File: src/rtl/hamming_pkg.sv
// Shared Hamming(12,8) definitions used by the serializer and the receive-side corrector.
package hamming_pkg;

    localparam int CODE_W = 12;
    localparam int DATA_W = 8;

    // Zero-based codeword indices; position p in the usual 1-based numbering is index p-1.
    localparam int PARITY_POS [4]      = '{0, 1, 3, 7};
    localparam int DATA_POS   [DATA_W] = '{2, 4, 5, 6, 8, 9, 10, 11};

    typedef enum logic [1:0] {
        IDLE  = 2'd0,
        START = 2'd1,
        DATA  = 2'd2,
        STOP  = 2'd3
    } state_e;

endpackage

File: src/rtl/hamming12_encode.sv
// Combinational Hamming(12,8) encoder, D[7:0] -> H[11:0].
module hamming12_encode
    import hamming_pkg::*;
(
    input  logic [DATA_W-1:0] data_i,
    output logic [CODE_W-1:0] code_o
);

    // Scatter data bits into their slots, then fill in the four parity bits.
    always_comb begin
        code_o = '0;
        for (int i = 0; i < DATA_W; i++) begin
            code_o[DATA_POS[i]] = data_i[i];
        end
        code_o[PARITY_POS[0]] = data_i[0] ^ data_i[1] ^ data_i[3] ^ data_i[4] ^ data_i[6];
        code_o[PARITY_POS[1]] = data_i[0] ^ data_i[2] ^ data_i[3] ^ data_i[5] ^ data_i[6];
        code_o[PARITY_POS[2]] = data_i[1] ^ data_i[2] ^ data_i[3] ^ data_i[7];
        code_o[PARITY_POS[3]] = data_i[4] ^ data_i[5] ^ data_i[6] ^ data_i[7];
    end

endmodule

File: src/rtl/hamming_tx_serializer.sv
// Encodes a byte as Hamming(12,8), optionally flips one bit, and sends it as a
// start + 12 code bits + stop frame on a single idle-high line.
module hamming_tx_serializer
    import hamming_pkg::*;
#(
    parameter int CLKS_PER_BIT = 4
) (
    input  logic              clk,
    input  logic              rst,
    input  logic [DATA_W-1:0] in_data,
    input  logic              in_valid,
    output logic              in_ready,
    input  logic [3:0]        err_pos,
    output logic              tx_out,
    output logic              busy,
    output logic              frame_done,
    output logic [CODE_W-1:0] tx_code
);

    localparam int                BAUD_W    = $clog2(CLKS_PER_BIT) + 1;
    localparam logic [BAUD_W-1:0] BAUD_LAST = BAUD_W'(CLKS_PER_BIT - 1);
    localparam logic [3:0]        BIT_LAST  = 4'(CODE_W - 1);

    state_e              state_q, state_d;
    logic [BAUD_W-1:0]   baud_q, baud_d;
    logic [3:0]          bit_q, bit_d;
    logic [CODE_W-1:0]   shift_q, shift_d;
    logic [CODE_W-1:0]   code_q, code_d;
    logic                tx_out_q, tx_out_d;
    logic                busy_q, busy_d;
    logic                ready_q, ready_d;
    logic                done_q, done_d;

    logic [CODE_W-1:0]   enc_s;
    logic [CODE_W-1:0]   flip_s;
    logic                baud_last_s;

    hamming12_encode u_enc (
        .data_i (in_data),
        .code_o (enc_s)
    );

    assign baud_last_s = (baud_q == BAUD_LAST);

    // Positions 1..12 select a single bit to invert; 0 and 13..15 inject nothing.
    always_comb begin
        if ((err_pos != 4'd0) && (err_pos <= 4'd12)) begin
            flip_s = {{(CODE_W-1){1'b0}}, 1'b1} << (err_pos - 4'd1);
        end else begin
            flip_s = '0;
        end
    end

    // Next state; outputs are derived from the next state so they land registered.
    always_comb begin
        state_d = state_q;
        baud_d  = baud_q;
        bit_d   = bit_q;
        shift_d = shift_q;
        code_d  = code_q;

        case (state_q)
            IDLE: begin
                if (in_valid && ready_q) begin
                    state_d = START;
                    baud_d  = '0;
                    bit_d   = 4'd0;
                    code_d  = enc_s ^ flip_s;
                    shift_d = enc_s ^ flip_s;
                end else begin
                    baud_d  = '0;
                end
            end
            START: begin
                if (baud_last_s) begin
                    state_d = DATA;
                    baud_d  = '0;
                end else begin
                    baud_d  = baud_q + BAUD_W'(1);
                end
            end
            DATA: begin
                if (!baud_last_s) begin
                    baud_d = baud_q + BAUD_W'(1);
                end else if (bit_q == BIT_LAST) begin
                    state_d = STOP;
                    baud_d  = '0;
                end else begin
                    baud_d  = '0;
                    bit_d   = bit_q + 4'd1;
                    shift_d = shift_q >> 1;
                end
            end
            STOP: begin
                if (baud_last_s) begin
                    state_d = IDLE;
                    baud_d  = '0;
                end else begin
                    baud_d  = baud_q + BAUD_W'(1);
                end
            end
            default: begin
                state_d = IDLE;
                baud_d  = '0;
                bit_d   = 4'd0;
            end
        endcase

        case (state_d)
            IDLE:    tx_out_d = 1'b1;
            START:   tx_out_d = 1'b0;
            DATA:    tx_out_d = shift_d[0];
            STOP:    tx_out_d = 1'b1;
            default: tx_out_d = 1'b1;
        endcase

        busy_d  = (state_d != IDLE);
        ready_d = (state_d == IDLE);
        done_d  = (state_d == STOP) && (baud_d == BAUD_LAST);
    end

    // State and output registers.
    always_ff @(posedge clk) begin
        if (rst) begin
            state_q  <= IDLE;
            baud_q   <= '0;
            bit_q    <= 4'd0;
            shift_q  <= '0;
            code_q   <= '0;
            tx_out_q <= 1'b1;
            busy_q   <= 1'b0;
            ready_q  <= 1'b1;
            done_q   <= 1'b0;
        end else begin
            state_q  <= state_d;
            baud_q   <= baud_d;
            bit_q    <= bit_d;
            shift_q  <= shift_d;
            code_q   <= code_d;
            tx_out_q <= tx_out_d;
            busy_q   <= busy_d;
            ready_q  <= ready_d;
            done_q   <= done_d;
        end
    end

    assign tx_out     = tx_out_q;
    assign busy       = busy_q;
    assign in_ready   = ready_q;
    assign frame_done = done_q;
    assign tx_code    = code_q;

endmodule

File: config.mk
export PLATFORM = sky130hd
export DESIGN_NAME = hamming_tx_serializer
export DESIGN_NICKNAME = d
export VERILOG_FILES = /design/src/rtl/hamming_pkg.sv /design/src/rtl/hamming12_encode.sv /design/src/rtl/hamming_tx_serializer.sv
export SDC_FILE = /design/constraint.sdc
export NUM_CORES = 1
export LEC_CHECK = 0
export ABC_AREA = 1
export BUFFER_PORTS_ARGS = -buffer_cell sky130_fd_sc_hd__clkbuf_2
export CAP_MARGIN = 20
export CORE_MARGIN = 3
export CORE_UTILIZATION = 40
export DETAILED_ROUTE_END_ITERATION = 12
export PLACE_DENSITY = 0.61
export SETUP_SLACK_MARGIN = 0.02
export SLEW_MARGIN = 20
export SYNTH_ARGS = -nofsm -noshare
export SYNTH_HDL_FRONTEND = slang
export SYNTH_SLANG_ARGS = --single-unit
File: constraint.sdc
create_clock -name clk -period 4.3 [get_ports clk]
set_clock_uncertainty 0.05 [all_clocks]
set_input_delay 0.86 -clock clk [delete_from_list [all_inputs] [get_ports clk]]
set_output_delay 0.86 -clock clk [all_outputs]
set_load 0.005 [all_outputs]
* Word level (Yosys, flattened, before mapping)
Index checks and enable logic that the tools add are counted.
W data, S select, Z words.
** Operators by class
- $lt $le $gt $ge :: 1
- Reductions and logical operators :: 12
- Add/sub/neg operators :: 3
- Muxes and demuxes :: 18
- Shifts and indexed selects :: 1
- Equality and inequality tests :: 12
- Bitwise logic cells :: 15
** Operator list (count)
- $mux W12 :: 4
- $pmux W12 S2 :: 1
- $xor A1 B1 Y1 :: 14
- $mux W4 :: 3
- $shl A1 B4 Y12 const A :: 1
- $xor A12 B12 Y12 :: 1
- $mux W2 :: 5
- $eq A2 B2 Y1 const B :: 4
- $pmux W2 S4 :: 1
- $pmux W4 S2 :: 1
- $eq A3 B2 Y1 const B :: 2
- $ne A2 B2 Y1 const B :: 3
- $pmux W3 S2 :: 1
- $add A4 B1 Y4 const B :: 1
- $eq A2 B1 Y1 const B :: 2
- $eq A4 B4 Y1 const B :: 1
- $le A4 B4 Y1 const B :: 1
- $logic_not A2 Y1 :: 2
- $reduce_and A4 Y1 :: 1
- $reduce_bool A2 Y1 :: 2
- $reduce_bool A4 Y1 :: 1
- $sub A4 B1 Y4 const B :: 1
- $add A3 B1 Y3 const B :: 1
- $logic_and A1 B1 Y1 :: 3
- 5 further kinds :: 5
** Word-level totals
- Bits in registers :: 37
- Logic and storage cells :: 72
- Input port bits :: 15
- Output and inout bits :: 16

* Logic depth before layout (Yosys ltp)
- Word-level depth :: 8
- Depth in mapped cells :: 13
- Depth with buffers taken out :: 13

* By module
A second synthesis with hierarchy kept.
** Second synthesis, totals
- Cell total of the unflattened synthesis :: 289
- Area total of the unflattened synthesis :: 2154.6 um^2
** Modules (own cells, without submodules)
- hamming_tx_serializer :: cells an instance 249, sequential area each 740.7 um^2, instances 1, area an instance 1929.4 um^2
- hamming12_encode :: cells an instance 40, sequential area each 0.0 um^2, instances 1, area an instance 225.2 um^2

* Worst setup path before layout
OpenSTA, ideal clock, no wires.
- Path kind :: input port to flip-flop
- Start :: input port in_valid
- End :: register tx_out_q, in the netlist tx_out
- Data required time :: 4.133 ns
- Buffers on the path :: 0
- Cell stages on the path :: 9
- Setup time :: 0.117 ns
- Path slack :: 2.462 ns
- Arrival :: 1.671 ns
- Path through :: nand3_4 -> o21ai_0 -> inv_1 -> nand2_1 -> inv_1 -> ha_1 -> nand2_1 -> nand2_1 -> nand2_1
** On the way
- Longest elaborated chain between the ends :: 6
- Elaborated cells between the ends (all ways) :: 11
- Those cells by class :: eq/ne: 3; mux: 5; reduce/logical: 3
** Ends and longest elaborated chain
- start: declaration :: line hamming_tx_serializer.sv:11 : input logic in_valid,
- $logic_and A1 B1 Y1 * :: line hamming_tx_serializer.sv:64 : if (in_valid && ready_q) begin
- $mux W2 * :: line hamming_tx_serializer.sv:64
- $pmux W2 S4 * :: line hamming_tx_serializer.sv:62 : case (state_q)
- net state_d[0] :: line hamming_tx_serializer.sv:24 : state_e state_q, state_d;
- $eq A2 B2 Y1 or $logic_not A2 Y1 (tied branches) :: line hamming_tx_serializer.sv:109 : case (state_d)
- $reduce_or A2 Y1 (no line)
- $pmux W1 S3 * :: line hamming_tx_serializer.sv:109
- end signal: assignment :: line hamming_tx_serializer.sv:140 : tx_out_q <= tx_out_d;
- end: declaration :: line hamming_tx_serializer.sv:29 : logic tx_out_q, tx_out_d;
Mark *: on every way through the listed nets, which the timed path passes. The rest lies on a longest branch. The select of a mux whose other input is x is not followed.
A chain may end at the register's enable or synchronous reset.

* Worst setup path in the final report
Same ends and word-level chain as after synthesis.

==> flow_metrics.tcl <==
set metrics [dict create \
    cts_root_buffer "clkbuf_8" \
    hold_class "reg -> reg" \
    finalWeightedCongestion 0.824 \
    antenna_found_initial 0 \
    p_leak_uw 0.00110 \
    syn_nets 296 \
    min-delay-start "tx_code[1]" \
    first_iter_violations 95 \
    num_rows 25 \
    r2r_start "baud_q[0]" \
    post_cts_buffers 0 \
    nNetsFinal 327 \
    routed_via_density 4.72 \
    nFillCells 523 \
    cts_max_path_buffers 2 \
    ys_seq_area_share_pct 37.2 \
    synth_warnings 0 \
    fp.dieW_um 76.5 \
    met1_length_mm 2.02 \
    worstPathRequired_ns 4.43 \
    relSlewSlack_pct 65.9 \
    dr_wl_met3_um 192 \
    syn_area_per_cell_um2 7.23 \
    htreeDepth 2 \
    wirelength_mm 4.24 \
    syn_area_mm2 0.00199 \
    r2r_cells 12 \
    finalCritPeriodShare_pct 44.0 \
    numCtsBuffers 5 \
    hpwl_mm 3.29 \
    hold_depth 2 \
    worstPathArrival_ns 2.03 \
    p_per_area_mw_per_mm2 387 \
    ant_nets 0 \
    start_util_pct 41.8 \
    ir_drop_mv 0.160 \
    worstHoldEndpoint "tx_code[1]" \
    path_clk_slew_ns 0.08 \
    drv_cap 0 \
    coreArea_mm2 0.00475 \
    post_drt_wl_per_cell_um 11.3 \
    die-area_mm2 0.00586 \
    post-route-min-period_ns 1.89 \
    pin_count 31 \
    fp.dieH_um 76.5 \
    vias 1764 \
    r2r_slack_ns 2.50 \
    antenna_cells 0 \
    grt_setup_unrepaired "false" \
    cp_max_fo 19 \
    cts_tree "yes" \
    status "finished clean" \
    portBuffers 30 \
    worstMarginPinSlew_ns 0.512 \
    start_kind "input port" \
    grt_usage_pct 15.4 \
    rr_endpoint "tx_out" \
    drcViolationCount 0 \
    wl_met2_mm 1.95 \
    synth.distinct_cells 36 \
    cts_num_sinks 37 \
    setup_tns_ns 0 \
    fmax_mhz 529 \
    top_layer "met4" \
    critPathKind "in -> reg" \
    power_uw 900 \
    hold_violations 0 \
    cts_resized 0 \
    grt_max_degree 25 \
    grt_pass1_vias 1610 \
    first_pass_iters 4 \
    overflow 0 \
    area_growth_pct 16.7 \
    layout-drive-gt1-share_pct 17.9 \
    ys_ff_latch 37 \
    grt_pass1_wl_mm 7.31 \
    endpoint_kind "flop" \
    clk_latency_ns 0.29 \
    hold_buffers 0 \
    slew_viol_final 0 \
    synth_cells 275 \
    setup_viol_count_final 0 \
    whs_ns 0.401 \
]
## kinds of logic (layout without fill, tap and decap cells)
family / Yosys count / in the layout / synth area share [%]
buffers and inverters: 56 / 88 / 11.5
flip-flops: 37 / 37 / 37.2
adder cells (fa/ha/maj): 6 / 6 / 3.77
AND/OR/NAND/NOR: 118 / 118 / 28.4
AO/OA/AOI/OAI: 47 / 47 / 14.3
XOR/XNOR: 11 / 11 / 4.84
## flip-flops by register name, indices dropped and copies added (netlist names)
| register | cells |
|---|---|
| tx_code | 12 |
| state_q | 2 |
| frame_done | 1 |
| tx_out | 1 |
| in_ready | 1 |
| bit_q | 4 |
| baud_q | 3 |
| shift_q | 12 |
| busy | 1 |
## cells in the mapped netlist, drive strengths merged
library cell	n	area (µm²)
buf	3	27.5
o21ai	10	53.8
ha	6	75.1
inv	49	186
nand3b	1	7.51
o21bai	3	22.5
nand2	71	294
o221ai	7	61.3
nor3	4	25.0
a211oi	2	15.0
clkinv	1	3.75
clkbuf	3	11.3
xor2	4	35.0
nand4	1	6.26
dfxtp	37	741
o22ai	3	18.8
nor4	1	6.26
nor2	22	108
nor4b	1	8.76
nand3	16	103
o31ai	1	7.51
a21oi	21	105
and3	1	6.26
xnor2	7	61.3
## routing by layer
metal | up-vias | GRT usage, %
met5 | - | 0
met4 | 0 | 6.34
met3 | 6 | 2.84
met2 | 35 | 25.1
met1 | 783 | 20.0
li1 | 940 | -
## power by group
group          internal, µW  switching, µW
sequential              369           12.7
clock                   233            126
combinational          60.3           98.2
## cells in the final DEF, fill, tap and decap left out, types with 3 or more instances in the layout
cell type,Yosys,routed
nor2_1,18,18
nand2_4,3,3
o21ai_0,5,5
a21oi_1,21,21
o21ai_1,4,4
o22ai_1,3,3
nor3_1,3,3
o221ai_1,7,7
nand3_1,13,13
xnor2_1,7,7
clkbuf_8,0,5
nor2_4,3,3
dfxtp_1,37,37
nand2_1,66,66
ha_1,6,6
xor2_1,4,4
clkbuf_2,0,30
inv_1,46,46
o21bai_1,3,3
## worst max path at each step
| stage | end | slack [ns] | startpoint |
|---|---|---|---|
| 2_1_floorplan | tx_out | 2.46 | in_valid |
| 3_3_place_gp | tx_out | 2.14 | in_valid |
| 6_report | tx_out | 2.41 | in_valid |
| 5_1_grt | tx_out | 2.23 | in_valid |
| 4_1_cts | tx_out | 2.42 | in_valid |
| 3_5_place_dp | tx_out | 2.10 | in_valid |
## worst max-delay path, cell delays in order
cell and delay [ns]:
clkbuf_2 0.11, nand3_4 0.22, o21ai_0 0.15, inv_1 0.06, nand2_1 0.11, inv_1 0.09, ha_1 0.21, nand3_1 0.08
nand2_1 0.05, nand2_1 0.05, nand2_1 0.04
## per-stage QoR
stage                     std cells  instance area [µm²]  setup slack, ns  utilization [%]
after floorplan                 275                 1990             2.46                -
after global placement          366                 2180             2.14             45.9
after detailed placement        366                 2180             2.10             45.9
after CTS                       374                 2320             2.42             48.8
after global routing            374                 2320             2.23             48.8
final                           374                 2320             2.41             48.8
## layout make-up
type / instances / area (µm²) / share of cell area [%]
repair buffers: 30 / 150 / 6.47
clock buffers: 5 / 68.8 / 2.96
clock inverters: 3 / 68.8 / 2.96
multi-input cells: 182 / 1020 / 43.9
inverters: 50 / 190 / 8.19
well taps: 67 / 83.8 / 3.61
flip-flops and latches: 37 / 741 / 31.9
Power figures use the tool's default switching activity.
